[config.mk]
export PLATFORM = sky130hd
export DESIGN_NAME = vid_pattern_gen
export DESIGN_NICKNAME = d
export VERILOG_FILES = /design/src/rtl/vid_pattern_gen.sv
export SDC_FILE = /design/constraint.sdc
export NUM_CORES = 1
export LEC_CHECK = 0
export ABC_AREA = 1
export CORE_MARGIN = 2
export CORE_UTILIZATION = 45
export DETAILED_ROUTE_END_ITERATION = 16
export PLACE_DENSITY = 0.63
export SLEW_MARGIN = 10
export SYNTH_ARGS = -nofsm -noshare
export SYNTH_HDL_FRONTEND = slang
export SYNTH_SLANG_ARGS = --single-unit
[constraint.sdc]
create_clock -name clk -period 3.7 [get_ports clk]
set_input_delay 0.74 -clock clk [delete_from_list [all_inputs] [get_ports clk]]
set_output_delay 0.74 -clock clk [all_outputs]
set_load 0.01 [all_outputs]
[src/rtl/vid_pattern_gen.sv]
// vid_pattern_gen: programmable raster timing generator with a test-pattern
// engine, producing the receiver-style pixel bus (R[23:16], B[15:8], G[7:0]).
module vid_pattern_gen #(
  parameter int   H_ACTIVE = 1280,
  parameter int   H_FP     = 110,
  parameter int   H_SYNC   = 40,
  parameter int   H_BP     = 220,
  parameter int   V_ACTIVE = 720,
  parameter int   V_FP     = 5,
  parameter int   V_SYNC   = 5,
  parameter int   V_BP     = 20,
  parameter logic HS_POL   = 1'b1,
  parameter logic VS_POL   = 1'b1
) (
  input  logic        clk,
  input  logic        reset,
  input  logic        en_i,
  input  logic [1:0]  mode_i,
  output logic [23:0] data_o,
  output logic        vde_o,
  output logic        hsync_o,
  output logic        vsync_o,
  output logic [11:0] x_o,
  output logic [11:0] y_o,
  output logic        sof_o
);

  localparam int H_TOTAL = H_ACTIVE + H_FP + H_SYNC + H_BP;
  localparam int V_TOTAL = V_ACTIVE + V_FP + V_SYNC + V_BP;
  localparam int BAR_W   = (H_ACTIVE / 8 > 0) ? H_ACTIVE / 8 : 1;

  localparam logic [11:0] H_LAST   = 12'(H_TOTAL - 1);
  localparam logic [11:0] V_LAST   = 12'(V_TOTAL - 1);
  localparam logic [11:0] BAR_LAST = 12'(BAR_W - 1);

  // 13-bit thresholds so a sync window ending exactly at 4096 still compares correctly
  localparam logic [12:0] H_ACT_END = 13'(H_ACTIVE);
  localparam logic [12:0] V_ACT_END = 13'(V_ACTIVE);
  localparam logic [12:0] HS_START  = 13'(H_ACTIVE + H_FP);
  localparam logic [12:0] HS_END    = 13'(H_ACTIVE + H_FP + H_SYNC);
  localparam logic [12:0] VS_START  = 13'(V_ACTIVE + V_FP);
  localparam logic [12:0] VS_END    = 13'(V_ACTIVE + V_FP + V_SYNC);

  typedef enum logic {IDLE, RUN} state_t;

  state_t      state_q, state_d;
  logic [11:0] h_q, h_d;
  logic [11:0] v_q, v_d;
  logic [2:0]  bar_idx_q, bar_idx_d;
  logic [11:0] bar_pix_q, bar_pix_d;
  logic [1:0]  mode_q, mode_d;
  logic [7:0]  frame_q, frame_d;
  logic [23:0] data_q, data_d;
  logic        vde_q, vde_d;
  logic        hsync_q, hsync_d;
  logic        vsync_q, vsync_d;
  logic [11:0] x_q, x_d;
  logic [11:0] y_q, y_d;
  logic        sof_q, sof_d;

  logic        frame_start;
  logic        active;
  logic        hs_win;
  logic        vs_win;
  logic [1:0]  mode_cur;
  logic [23:0] pattern;

  // Decode the current counter position: active area, sync windows, frame start
  always_comb begin
    frame_start = (state_q == RUN) && (h_q == 12'd0) && (v_q == 12'd0);
    active      = ({1'b0, h_q} < H_ACT_END) && ({1'b0, v_q} < V_ACT_END);
    hs_win      = ({1'b0, h_q} >= HS_START) && ({1'b0, h_q} < HS_END);
    vs_win      = ({1'b0, v_q} >= VS_START) && ({1'b0, v_q} < VS_END);
    // the first pixel of a frame already uses the mode being latched for that frame
    mode_cur    = frame_start ? mode_i : mode_q;
  end

  // Pattern engine: pixel colour for the current position and frame mode
  always_comb begin
    pattern = 24'h000000;
    case (mode_cur)
      2'd0: begin
        case (bar_idx_q)
          3'd0:    pattern = 24'hFFFFFF;
          3'd1:    pattern = 24'hFF00FF;
          3'd2:    pattern = 24'h00FFFF;
          3'd3:    pattern = 24'h0000FF;
          3'd4:    pattern = 24'hFFFF00;
          3'd5:    pattern = 24'hFF0000;
          3'd6:    pattern = 24'h00FF00;
          default: pattern = 24'h000000;
        endcase
      end
      2'd1:    pattern = {3{h_q[7:0]}};
      2'd2:    pattern = (h_q[5] ^ v_q[5]) ? 24'hFFFFFF : 24'h000000;
      default: pattern = {3{frame_q}};
    endcase
  end

  // Next-state logic: FSM, raster counters, bar counter, mode/frame latches, output stage
  always_comb begin
    state_d   = state_q;
    h_d       = h_q;
    v_d       = v_q;
    bar_idx_d = bar_idx_q;
    bar_pix_d = bar_pix_q;
    mode_d    = mode_q;
    frame_d   = frame_q;

    data_d    = 24'h000000;
    vde_d     = 1'b0;
    hsync_d   = ~HS_POL;
    vsync_d   = ~VS_POL;
    x_d       = 12'd0;
    y_d       = 12'd0;
    sof_d     = 1'b0;

    case (state_q)
      IDLE: begin
        h_d       = 12'd0;
        v_d       = 12'd0;
        bar_idx_d = 3'd0;
        bar_pix_d = 12'd0;
        if (en_i) begin
          state_d = RUN;
        end
      end
      default: begin
        if (frame_start) begin
          mode_d = mode_i;
        end
        if (h_q == H_LAST) begin
          h_d       = 12'd0;
          bar_idx_d = 3'd0;
          bar_pix_d = 12'd0;
          if (v_q == V_LAST) begin
            v_d     = 12'd0;
            frame_d = frame_q + 8'd1;
            if (!en_i) begin
              state_d = IDLE;
            end
          end else begin
            v_d = v_q + 12'd1;
          end
        end else begin
          h_d = h_q + 12'd1;
          if (bar_pix_q == BAR_LAST) begin
            bar_pix_d = 12'd0;
            if (bar_idx_q != 3'd7) begin
              bar_idx_d = bar_idx_q + 3'd1;
            end
          end else begin
            bar_pix_d = bar_pix_q + 12'd1;
          end
        end

        data_d  = active ? pattern : 24'h000000;
        vde_d   = active;
        hsync_d = hs_win ? HS_POL : ~HS_POL;
        vsync_d = vs_win ? VS_POL : ~VS_POL;
        x_d     = h_q;
        y_d     = v_q;
        sof_d   = frame_start;
      end
    endcase
  end

  // State and output registers with asynchronous reset to the idle values
  always_ff @(posedge clk or posedge reset) begin
    if (reset) begin
      state_q   <= IDLE;
      h_q       <= 12'd0;
      v_q       <= 12'd0;
      bar_idx_q <= 3'd0;
      bar_pix_q <= 12'd0;
      mode_q    <= 2'd0;
      frame_q   <= 8'd0;
      data_q    <= 24'h000000;
      vde_q     <= 1'b0;
      hsync_q   <= ~HS_POL;
      vsync_q   <= ~VS_POL;
      x_q       <= 12'd0;
      y_q       <= 12'd0;
      sof_q     <= 1'b0;
    end else begin
      state_q   <= state_d;
      h_q       <= h_d;
      v_q       <= v_d;
      bar_idx_q <= bar_idx_d;
      bar_pix_q <= bar_pix_d;
      mode_q    <= mode_d;
      frame_q   <= frame_d;
      data_q    <= data_d;
      vde_q     <= vde_d;
      hsync_q   <= hsync_d;
      vsync_q   <= vsync_d;
      x_q       <= x_d;
      y_q       <= y_d;
      sof_q     <= sof_d;
    end
  end

  assign data_o  = data_q;
  assign vde_o   = vde_q;
  assign hsync_o = hsync_q;
  assign vsync_o = vsync_q;
  assign x_o     = x_q;
  assign y_o     = y_q;
  assign sof_o   = sof_q;

endmodule

-- Word-level counts from Yosys, hierarchy flattened
Cells that the tools add are included.
- memories kept: 0
- register bits after elaboration: 102
- input bits: 5
- latch bits: 0
- output and inout port bits: 52
- word-level logic and storage cells: 82
- bits in read-only memories: 0
- RAM bits: 0
- $add $sub $neg: 5
- multipliers: 0
- equal/unequal tests: 15
- div/mod/pow operators: 0
- shift operators: 0
- bitwise operators: 1
- magnitude comparators: 6
- reduce and logical (&&, ||, !) cells: 11
- muxes and demuxes: 30
- operators with widths (kind ; count):
    24-bit case mux with 7 select lines ; 1
    12-bit two-way mux ; 10
    24-bit two-way mux ; 3
    24-bit case mux with 3 select lines ; 1
    12-bit by 1-bit adder with 12-bit output, second input constant ; 3
    12-bit zero test ; 2
    12-bit by 10-bit < comparator with 1-bit output, second input constant ; 2
    12-bit by 11-bit < comparator with 1-bit output, second input constant ; 2
    12-bit by 10-bit == test with 1-bit output, second input constant ; 1
    12-bit by 11-bit == test with 1-bit output, second input constant ; 1
    12-bit by 8-bit == test with 1-bit output, second input constant ; 1
    12-bit by 10-bit greater-or-equal comparator with 1-bit output, second input constant ; 1
    12-bit by 11-bit greater-or-equal comparator with 1-bit output, second input constant ; 1
    3-bit two-way mux ; 4
    1-bit two-way mux ; 10
    3-bit == test, second input constant ; 3
    8-bit by 1-bit adder with 8-bit output, second input constant ; 1
    3-bit by 2-bit == test with 1-bit output, second input constant ; 2
    3-bit by 1-bit != test with 1-bit output, second input constant ; 2
    1-bit logical AND ; 5
    3-bit by 1-bit adder with 3-bit output, second input constant ; 1
    3-bit by 1-bit == test with 1-bit output, second input constant ; 1
    3-bit zero test ; 1
    3-bit != test, second input constant ; 1
    other kinds (8) ; 8

-- Depth between registers and ports, before layout
- word-level depth: 8
- depth in mapped cells: 14
- mapped depth without buffers: 13

-- Worst setup path after synthesis
No wires, ideal clock.
- path type: flip-flop to flip-flop
- start: register h_q[0]
- end: register data_q[10], in the netlist data_o[10]
- stages on the path, launching flop included: 15
- arrival time: 1.632 ns
- data required time: 3.579 ns
- slack: 1.946 ns
- setup time: 0.121 ns
- period minus slack after synthesis: 1.754 ns
- path buffers: 1
- cells stage by stage: dfrtp_1 > inv_1 > ha_1 > inv_1 > nor2_1 > nand2_1 > nor2_1 > nand3_1 > nand2_1 > nand2_1 > buf_4 > nand3_2 > nand2_8 > nor2_1 > nor2_1
- longest elaborated chain between the ends: 8
- elaborated cells between the ends (all ways): 12
- those cells by class: order compare (1); eq/ne (2); mux (4); reduce/logical (5)
- RTL lines (what ; line ; source):
    start: declaration ; 47 ; logic [11:0] h_q, h_d;
    start signal: assignment ; 172 ; h_q <= 12'd0;
    start signal: assignment ; 187 ; h_q <= h_d;
    12-bit zero test ; 70 ; frame_start = (state_q == RUN) && (h_q == 12'd0) && (v_q == 12'd0);
    1-bit logical AND (2 in a row) ; 70 ;
    2-bit two-way mux ; - ;
    2-bit == test, or another cell as far along ; 81 ; case (mode_cur)
    24-bit case mux with 3 select lines ; 81 ;
    24-bit two-way mux * ; 157 ; data_d = active ? pattern : 24'h000000;
    24-bit two-way mux * ; 118 ; case (state_q)
    net data_d[10] ; 53 ; logic [23:0] data_q, data_d;
    end signal: assignment ; 193 ; data_q <= data_d;
    end: declaration ; 53 ;
The timed path passes the listed nets; every way through them passes the cells marked *.
A chain may end at the register's enable or synchronous reset.

-- Worst setup path after layout
- start: register h_q[0]
- end: register data_q[5], in the netlist data_o[5]
Same word-level chain as after synthesis.

==> flow_summary.ini <==
[layout]
layout-drive-gt1-share_pct = 8.64
multi_input_area_sq_um = 1970
final_cell_mix = 102 x dfrtp_1, 100 x nand2_1, 97 x nor2_1, 74 x inv_1, 56 x clkdlybuf4s50_1
nets = 640
fillers = 997
syn_to_final_growth_pct = 17.4
insertedDiodeCount = 0
seqCellArea_sq_um = 2550
layout_commonest_cell = dfrtp_1

[setup_path]
worstPathRequired_ns = 3.96
path_delay_family = simple AND/OR/NAND/NOR gates
critPathLaunch = h_q[0]
critPathLaunchType = flip-flop
r2r_start = h_q[0]
worstSetupPathType = flip-flop to flip-flop
cp_num_buf_inv = 2
cp_cell_sequence = inv_1 > ha_1 > inv_1 > nor2_1 > nand2_1 > nor2_1 > nand3_1 > nand2_1 > nand2_1 > nand3_1 > nand2_1 > nor2_1 > nor2_1
endpoint_kind = flip-flop
worstPathArrival_ns = 2.63
cpMaxStageDelayCell = dfrtp_1
cp_max_fo = 11
max_stage_delay_ns = 0.49

[pwr]
switchingPower_uw = 474
pwr-share-clk_pct = 33.0
p_comb_share_pct = 8.0
power_density_nw_per_um2 = 338
irDropWorstVdd_v = 0.000183
p_leak_nw = 2.88
p_seq_share_pct = 59.1
swShare_pct = 24.4
internal_power_mw = 1.47

[cts]
root_buffer = clkbuf_8
h-tree-depth = 3
numCtsBuffers = 9
cts_buffer_depth = 2
post_cts_buffers = 0
cts_resized = 0
clkTransAtPathRegs_ns = 0.09
postCtsHoldBufs = 0
numClockSinks = 102
cts_tree = yes
clkLatencyLatePin_ns = 0.37

[global_routing]
antenna_found_initial = 0
gr-usage-all-layers_pct = 19.5
grt_max_degree = 76
overflow = 0
grt_pass1_wl_um = 17700
grt_pass1_vias = 3714

[worst_hold_path]
min_from = bar_pix_q[0]
min_path_type = flip-flop to flip-flop

[floorplan]
start_util_pct = 45.6
std_cell_rows = 38
io_pins = 57
die_y_um = 108
dieArea_sq_um = 11700
die_w_um = 108
fp.coreArea_sq_um = 10700

[timing]
fmax_ghz = 0.422
tightestPinTransition_ns = 0.651
fin_crit_sh_pct = 64.1
whs_ns = 0.468
slew_violations = 0
finalHoldViolations = 0
setup_ws_ns = 1.33
fin_tns_setup_ns = 0
setup_violations = 0
rsz0062_at_grt = false
relSlewSlack_pct = 56.2
period_minus_slack_ns = 2.37
clock-skew-final_ns = 0.0148

[synth]
yosysTopAreaCellShare_pct = 52.1
ys_seq_area_share_pct = 52.1
synthCells = 563
synth_seq_cells = 102
synth_area_leaders = dfrtp_1 52%, nand2_1 7.7%, nor2_1 7.4%, inv_1 5.7%, ha_1 3.8%
syn_nets = 583
synthDistinctLibCells = 37
avgSynthCellArea_sq_um = 8.71
async_flop_share_pct = 100
yosysTopAreaCell = dfrtp_1
synth_warnings = 0
syn-cell-area_sq_um = 4900
synth_edf_count = 0
ys.flop_type = dfrtp_1

[drt]
drc = 0
drt_iter0_drc = 255
ant_nets = 0
wl_um = 10400
first_pass_iters = 4
viasPerCell = 4.93
vias = 3771
post_drt_wl_per_cell_um = 13.7

[flow_run]
cap_viol_max_count = 0

[place]
globalplace.congestion = 0.909
place_hpwl_um = 7560
numPortBuffers = 56
dp_slack_ns = 1.39

[outcome]
outcome = finished, final reports clean
-- through the flow --
step	utilization (%)	power [mW]	std cells	cell area [sq um]
6_report	53.6	1.94	765	5760
5_1_grt	53.6	2.03	765	5760
4_1_cts	53.6	1.96	765	5760
3_5_place_dp	52.0	1.33	749	5590
3_3_place_gp	52.0	1.32	749	5590
2_1_floorplan	-	1.25	563	4900
-- registers in the layout, indices dropped and copies added, names as in the netlist, 2 cells and up --
name and cells:
h_q 12, v_q 12, frame_q 8, y_o 12, x_o 12, mode_q 2, bar_idx_q 3, data_o 24
bar_pix_q 12
-- power groups by stage --
stage | Sequential (mW) | Combinational (mW) | Clock [mW]
global placement | 1.17 | 0.154 | 0
finish | 1.15 | 0.155 | 0.641
CTS | 1.15 | 0.158 | 0.657
detailed placement | 1.17 | 0.157 | 0
floorplan | 1.18 | 0.0686 | 0
global route | 1.15 | 0.172 | 0.705
-- synth_stat cells, types with 8 or more instances --
library cell / number
a21oi_1: 15
dfrtp_1: 102
ha_1: 15
inv_1: 75
nand2_1: 100
nand3_1: 34
nand4_1: 9
nor2_1: 97
nor3_1: 12
o21ai_0: 17
o21ai_2: 8
xor2_1: 12
-- kinds of logic (layout without fill, tap and decap cells) --
logic type | after synthesis | after routing | synth area share [%]
simple gates | 281 | 281 | 26.4
fa+ha+maj | 15 | 15 | 3.83
xor+xnor | 18 | 18 | 3.22
compound gates | 55 | 55 | 6.74
flops | 102 | 102 | 52.1
buf+inv | 92 | 154 | 7.81
-- cell type report --
cell class | instances | share of cell area, %
Multi-Input combinational cell | 369 | 34.2
Inverter | 80 | 5.26
Timing Repair Buffer | 58 | 10.2
Tap cell | 140 | 3.04
Sequential cell | 102 | 44.3
Clock buffer | 13 | 2.59
Clock inverter | 3 | 0.348
-- routing by layer --
layer  track usage [%]  wire (um)
met4              8.42        197
met1              26.7       4960
met3              2.23        316
met5                 0          0
met2              31.4       4980
-- path summary, 6_finish.rpt --
| kind | endpoint | slack, ns | depth (start not counted) |
|---|---|---|---|
| min reg2reg | bar_pix_q[0] | 0.47 | 1 |
| max reg2reg | data_o[5] | 1.33 | 13 |
| min | bar_pix_q[0] | 0.47 | 1 |
| min in group asynchronous | y_o[2] | 0.70 | 2 |
| max in group asynchronous | x_o[0] | 2.27 | 3 |
| max | data_o[5] | 1.33 | 13 |
Note: power is estimated with default switching activity, not from simulation.
